`src/rtl/n29_array_corr_sched.sv`:
```
// Sequential correction scheduler for a 5x5 block of AN-coded (A = 29) words:
// one shared residue checker on input, one shared single-error decoder on the row/column crosspoints.

module barrett_n29 #(
    parameter int CW_W  = 14,
    parameter int MSG_W = 10,
    parameter int RES_W = 5
) (
    input  logic [CW_W-1:0]  cw,
    output logic [MSG_W-1:0] q,
    output logic [RES_W-1:0] r,
    output logic             error
);
    // m = floor(2^19 / 29); for 14-bit inputs the estimate is q or q-1.
    localparam int K = 19;
    localparam int M = (1 << K) / 29;

    logic [28:0]      prod;
    logic [MSG_W-1:0] q_est;
    logic [5:0]       rem_est;
    logic             fix;

    always_comb begin
        prod    = 29'(cw) * 29'(M);
        q_est   = MSG_W'(prod >> K);
        rem_est = 6'(cw - CW_W'(CW_W'(q_est) * CW_W'(29)));
        fix     = (rem_est >= 6'd29);
        q       = fix ? q_est + MSG_W'(1) : q_est;
        r       = RES_W'(fix ? rem_est - 6'd29 : rem_est);
        error   = (r != '0);
    end
endmodule

module an_decoder_n29 #(
    parameter int CW_W  = 14,
    parameter int MSG_W = 10,
    parameter int RES_W = 5
) (
    input  logic [CW_W-1:0]  quotient,
    input  logic [RES_W-1:0] residue,
    output logic [MSG_W-1:0] message
);
    // 2 is a primitive root mod 29, so +/-2^j (j < 14) covers each nonzero residue exactly once.
    function automatic logic [RES_W-1:0] pos_res(input int j);
        return RES_W'((1 << j) % 29);
    endfunction

    function automatic logic [RES_W-1:0] neg_res(input int j);
        return RES_W'(29 - ((1 << j) % 29));
    endfunction

    function automatic logic [CW_W-1:0] pos_adj(input int j);
        return CW_W'(((1 << j) - ((1 << j) % 29)) / 29);
    endfunction

    function automatic logic [CW_W-1:0] neg_adj(input int j);
        return CW_W'(((1 << j) + 29 - ((1 << j) % 29)) / 29);
    endfunction

    always_comb begin
        // NOTE: default first so every path assigns message and no latch is inferred.
        message = MSG_W'(quotient);
        for (int j = 0; j < CW_W; j++) begin
            if (residue == pos_res(j))
                message = MSG_W'(quotient - pos_adj(j));
            else if (residue == neg_res(j))
                message = MSG_W'(quotient + neg_adj(j));
        end
    end
endmodule

module n29_array_corr_sched #(
    parameter int ROWS  = 5,
    parameter int COLS  = 5,
    parameter int CW_W  = 14,
    parameter int MSG_W = 10,
    parameter int RES_W = 5
) (
    input  logic             clk,
    input  logic             rst,
    input  logic             in_valid,
    output logic             in_ready,
    input  logic [CW_W-1:0]  in_data,
    output logic             out_valid,
    input  logic             out_ready,
    output logic [MSG_W-1:0] out_data,
    output logic [4:0]       out_idx,
    output logic             out_last,
    output logic [4:0]       corr_count,
    output logic             multi_hit,
    output logic             busy
);
    localparam int NWORDS = ROWS * COLS;
    localparam logic [4:0] LAST = 5'(NWORDS - 1);

    localparam logic [1:0] LOAD  = 2'd0;
    localparam logic [1:0] SCAN  = 2'd1;
    localparam logic [1:0] DRAIN = 2'd2;

    logic [1:0]       state;
    logic [4:0]       idx;
    logic [ROWS-1:0]  er;
    logic [COLS-1:0]  ec;
    logic [4:0]       cc;
    logic             mh;

    logic [MSG_W-1:0] q_mem [NWORDS];
    logic [RES_W-1:0] r_mem [NWORDS];

    logic [MSG_W-1:0] bar_q;
    logic [RES_W-1:0] bar_r;
    logic             bar_error;
    logic [MSG_W-1:0] dec_msg;
    logic [2:0]       row_sel;
    logic [2:0]       col_sel;
    logic             load_hs;
    logic             hit;

    barrett_n29 #(.CW_W(CW_W), .MSG_W(MSG_W), .RES_W(RES_W)) u_barrett (
        .cw    (in_data),
        .q     (bar_q),
        .r     (bar_r),
        .error (bar_error)
    );

    an_decoder_n29 #(.CW_W(CW_W), .MSG_W(MSG_W), .RES_W(RES_W)) u_decoder (
        .quotient ({{(CW_W-MSG_W){1'b0}}, q_mem[idx]}),
        .residue  (r_mem[idx]),
        .message  (dec_msg)
    );

    always_comb begin
        row_sel = 3'(idx / 5'(COLS));
        col_sel = 3'(idx % 5'(COLS));
        load_hs = (state == LOAD) && in_valid;
        hit     = (state == SCAN) && er[row_sel] && ec[col_sel];
    end

    always_ff @(posedge clk) begin
        if (rst) begin
            state <= LOAD;
            idx   <= '0;
            er    <= '0;
            ec    <= '0;
            cc    <= '0;
            mh    <= 1'b0;
        end else begin
            case (state)
                LOAD: if (in_valid) begin
                    if (bar_error) begin
                        er[row_sel] <= 1'b1;
                        ec[col_sel] <= 1'b1;
                    end
                    if (idx == LAST) begin
                        state <= SCAN;
                        idx   <= '0;
                    end else begin
                        idx <= idx + 5'd1;
                    end
                end
                SCAN: begin
                    if (hit) begin
                        if (cc != 5'(NWORDS)) cc <= cc + 5'd1;
                        if (cc == 5'd1) mh <= 1'b1;
                    end
                    if (idx == LAST) begin
                        state <= DRAIN;
                        idx   <= '0;
                    end else begin
                        idx <= idx + 5'd1;
                    end
                end
                DRAIN: if (out_ready) begin
                    if (idx == LAST) begin
                        state <= LOAD;
                        idx   <= '0;
                        er    <= '0;
                        ec    <= '0;
                        cc    <= '0;
                        mh    <= 1'b0;
                    end else begin
                        idx <= idx + 5'd1;
                    end
                end
                default: state <= LOAD;
            endcase
        end
    end

    // NOTE: the word store has no reset; idx, state and flags guarantee nothing stale is ever read out.
    always_ff @(posedge clk) begin
        if (!rst) begin
            if (load_hs) begin
                q_mem[idx] <= bar_q;
                r_mem[idx] <= bar_r;
            end else if (hit) begin
                q_mem[idx] <= dec_msg;
            end
        end
    end

    // Outputs are forced low while rst is asserted, before the state register has cleared.
    always_comb begin
        in_ready   = !rst && (state == LOAD);
        out_valid  = !rst && (state == DRAIN);
        out_data   = out_valid ? q_mem[idx] : '0;
        out_idx    = out_valid ? idx : '0;
        out_last   = out_valid && (idx == LAST);
        corr_count = rst ? '0 : cc;
        multi_hit  = !rst && mh;
        busy       = !rst && ((state == SCAN) || (state == DRAIN));
    end
endmodule
```
`config.mk`:
```
export PLATFORM = sky130hd
export DESIGN_NAME = n29_array_corr_sched
export DESIGN_NICKNAME = d
export VERILOG_FILES = /design/src/rtl/n29_array_corr_sched.sv
export SDC_FILE = /design/constraint.sdc
export NUM_CORES = 1
export LEC_CHECK = 0
export BUFFER_PORTS_ARGS = -buffer_cell sky130_fd_sc_hd__buf_4
export CAP_MARGIN = 20
export CORE_UTILIZATION = 64
export CTS_CLUSTER_DIAMETER = 200
export DETAILED_ROUTE_END_ITERATION = 10
export PLACE_DENSITY = 0.9
export SLEW_MARGIN = 20
export SYNTH_ARGS = -nofsm -noshare
export SYNTH_HDL_FRONTEND = slang
export SYNTH_SLANG_ARGS = --single-unit
```
`constraint.sdc`:
```
create_clock -name clk -period 14.8 [get_ports clk]
set_input_delay 2.96 -clock clk [delete_from_list [all_inputs] [get_ports clk]]
set_output_delay 2.96 -clock clk [all_outputs]
set_load 0.01 [all_outputs]
```
==> reports/results.tsv <==
stage	metric	value	unit
run_status	outcome	finished, final reports clean	
floorplanning	FP Rows	71	
synthesis	Syn Area/Cell	12.1	um^2
synthesis	cell area after synthesis	24700	um^2
place	Cell Area, Placed	25400	um^2
drt	TritonRoute pass-1 iters	6	
timing	worst slew pin tran	1.11	ns
critical_path	critical path's slowest cell	nand3_1	
clocking	clk sinks	403	
synthesis	Synth Instances	2041	
critical_path	Critical Path End Type	register	
timing	Final Setup Violations	0	
drt	Via density	7.01	
clocking	setup bufs post-CTS	0	
global_route	first-pass GRT wire length	109000	um
timing	skew final	0.0189	ns
timing	Hold Fails Final Rpt	0	
critical_path	Crit Path Max Fanout	25	
drt	detailed-route via count	18200	
synthesis	synthesized flop and latch total	403	
synthesis	YS warnings	0	
floorplanning	core area	37800	um^2
synthesis	EDFF count, synth	375	
floorplanning	# IOs	43	
drt	wirelength, routed	72200	um
critical_path	CP Launch Type	input pin	
critical_path	critical path's most frequent cell	fa_1	
global_route	GRT Overall Usage	37.5	%
cells_and_area	Layout area overhead	7.60	%
drt	antenna-violating nets left	0	
drt	number of remaining DRC errors	0	
clocking	Clock Tree Buf Depth	3	
synthesis	register area share after synthesis	47.8	%
cells_and_area	design area	26600	um^2
cells_and_area	share of cells above drive strength 1	12.6	%
place	placed cell count	2526	
timing	RSZ-0062 raised after global routing	no	
drt	DR iter-0 viols	2008	
global_route	gr ovfl total	0	
timing	Final Max Slew Viols	0	
cells_and_area	post-route insts no fill	2593	
floorplanning	Die Ht	199	um
global_route	vias in the first global route	17800	
floorplanning	Initial Utilization	65.3	%
clocking	TritonCTS Buffers	37	
place	Post-DP HPWL	47600	um
cells_and_area	final core utilization	70.3	%
clocking	post-CTS resize count	0	
synthesis	FFs w/ async S/R, synth	0	%
cells_and_area	diode count	0	
hold_path	Hold Startpoint	er[4]	
clocking	CTS H-tree depth	2	
timing	Final Cycle Share	84.0	%
critical_path	CP startpoint	in_data[10]	
place	GPL Wtd Cong	0.978	
synthesis	Primary FF master, synth	edfxtp_1	
synthesis	Post-Syn Nets	2275	
cells_and_area	layout net count	2290	
timing	fmax	0.0804	GHz
global_route	largest net degree at the start of global routing	50	
hold_path	min-delay worst type	reg -> reg	
clocking	CTS tree	done	
timing	setup TNS	0	ns
critical_path	crit path DAT	12.46	ns
drt	wire length per cell	27.9	um
timing	Max-slew headroom	25.5	%
floorplanning	die area	39400	um^2
critical_path	Worst Path Required	14.83	ns
clocking	CTS root buffer	clkbuf_16	
clocking	clock latency on the worst-skew pair	0.55	ns
clocking	Worst-path clk slew	0.07	ns
global_route	initial antenna violation count	0	
floorplanning	Die Span X	199	um
clocking	CTS Hold Bufs	0	
timing	crit path time final	12.43	ns
critical_path	CP max stage delay	0.65	ns
job	Max-Cap Viols	0	
synthesis	Yosys cell types	94	
place	Port Buf Inserts	42	
critical_path	kind of critical path	in -> reg	
## state kept, by name (all words and copies together), names as in the netlist, named ones only
signal,cells
er,5
cc,5
r_mem,125
q_mem,250
state,2
mh,1
ec,5
idx,5
## final timing paths
check | to | slack, ns | cells after the start
worst max-delay path | q_mem[24][2] | 2.37 | 33
worst min-delay path | er[4] | 0.48 | 2
worst max register to register | q_mem[7][5] | 7.73 | 16
worst min register to register | er[4] | 0.48 | 2
## metrics by stage
| step | setup slack (ns) | hold WS [ns] |
|---|---|---|
| final | 2.37 | 0.480 |
| after global placement | 2.06 | 0.447 |
| after detailed placement | 1.71 | 0.462 |
| after floorplan | 2.67 | 0.430 |
| after global routing | 1.74 | 0.506 |
| after CTS | 2.21 | 0.477 |
## cell usage after synthesis (38+ instances only)
cell type,n,area (um^2)
inv_1,171,642
nand2_1,129,484
xnor2_1,52,455
clkbuf_1,39,146
ha_1,155,1940
mux4_2,64,1440
edfxtp_1,375,11300
mux2i_1,57,571
a21oi_1,82,410
nand3_1,47,235
nor2_1,161,604
fa_1,61,1220
o21ai_0,82,410
nor3_1,38,190
## cells in the final DEF (no fill, tap or decap), types with 22 or more instances in the layout
cell type	synthesis	routed
mux4_2	64	64
nand2_1	129	129
clkbuf_16	0	37
dfxtp_1	28	25
xnor2_1	52	51
inv_1	171	171
nor2_1	161	146
nand3_1	47	47
nor3_1	38	38
edfxtp_1	375	375
ha_1	155	155
buf_4	16	72
o21ai_0	82	79
nand2b_1	22	22
mux2i_1	57	55
a21oi_1	82	82
fa_1	61	61
a31oi_1	33	32
## kinds of logic (layout without fill, tap and decap cells)
kind of cell | after synthesis | count (layout) | share of synthesized area [%]
muxes | 154 | 154 | 10.6
AOI/OAI and AO/OA | 408 | 408 | 11.3
xor gates and xnor gates | 73 | 73 | 2.64
and+or+nand+nor | 515 | 515 | 9.89
DFF | 403 | 403 | 47.8
adders and majority gates | 217 | 217 | 12.8
buffers and inverters | 271 | 312 | 4.89
## critical path, delay by kind of cell
kind | cells | cell delay (ns)
AOI/OAI and AO/OA | 4 | 1.13
xor gates and xnor gates | 5 | 1.14
adders and majority gates | 11 | 4.68
buffers and inverters | 6 | 0.41
and+or+nand+nor | 7 | 2.10
## layout make-up
class	count	area [um^2]
repair buffers	75	568
clock buffers	45	956
multi-input cells	1367	11800
well taps	511	639
fillers	2495	11200
flip-flops and latches	403	11800
inverters	172	648
clock inverters	20	150
## routing by layer
metal	share of wire, %	track usage [%]
met2	47	60.2
met5	0	0
met4	6.1	20.5
met1	36	48.5
met3	10	7.12
Power is not shown: default switching activity piles up to over one toggle a cycle in this logic, so the estimate is an artifact.
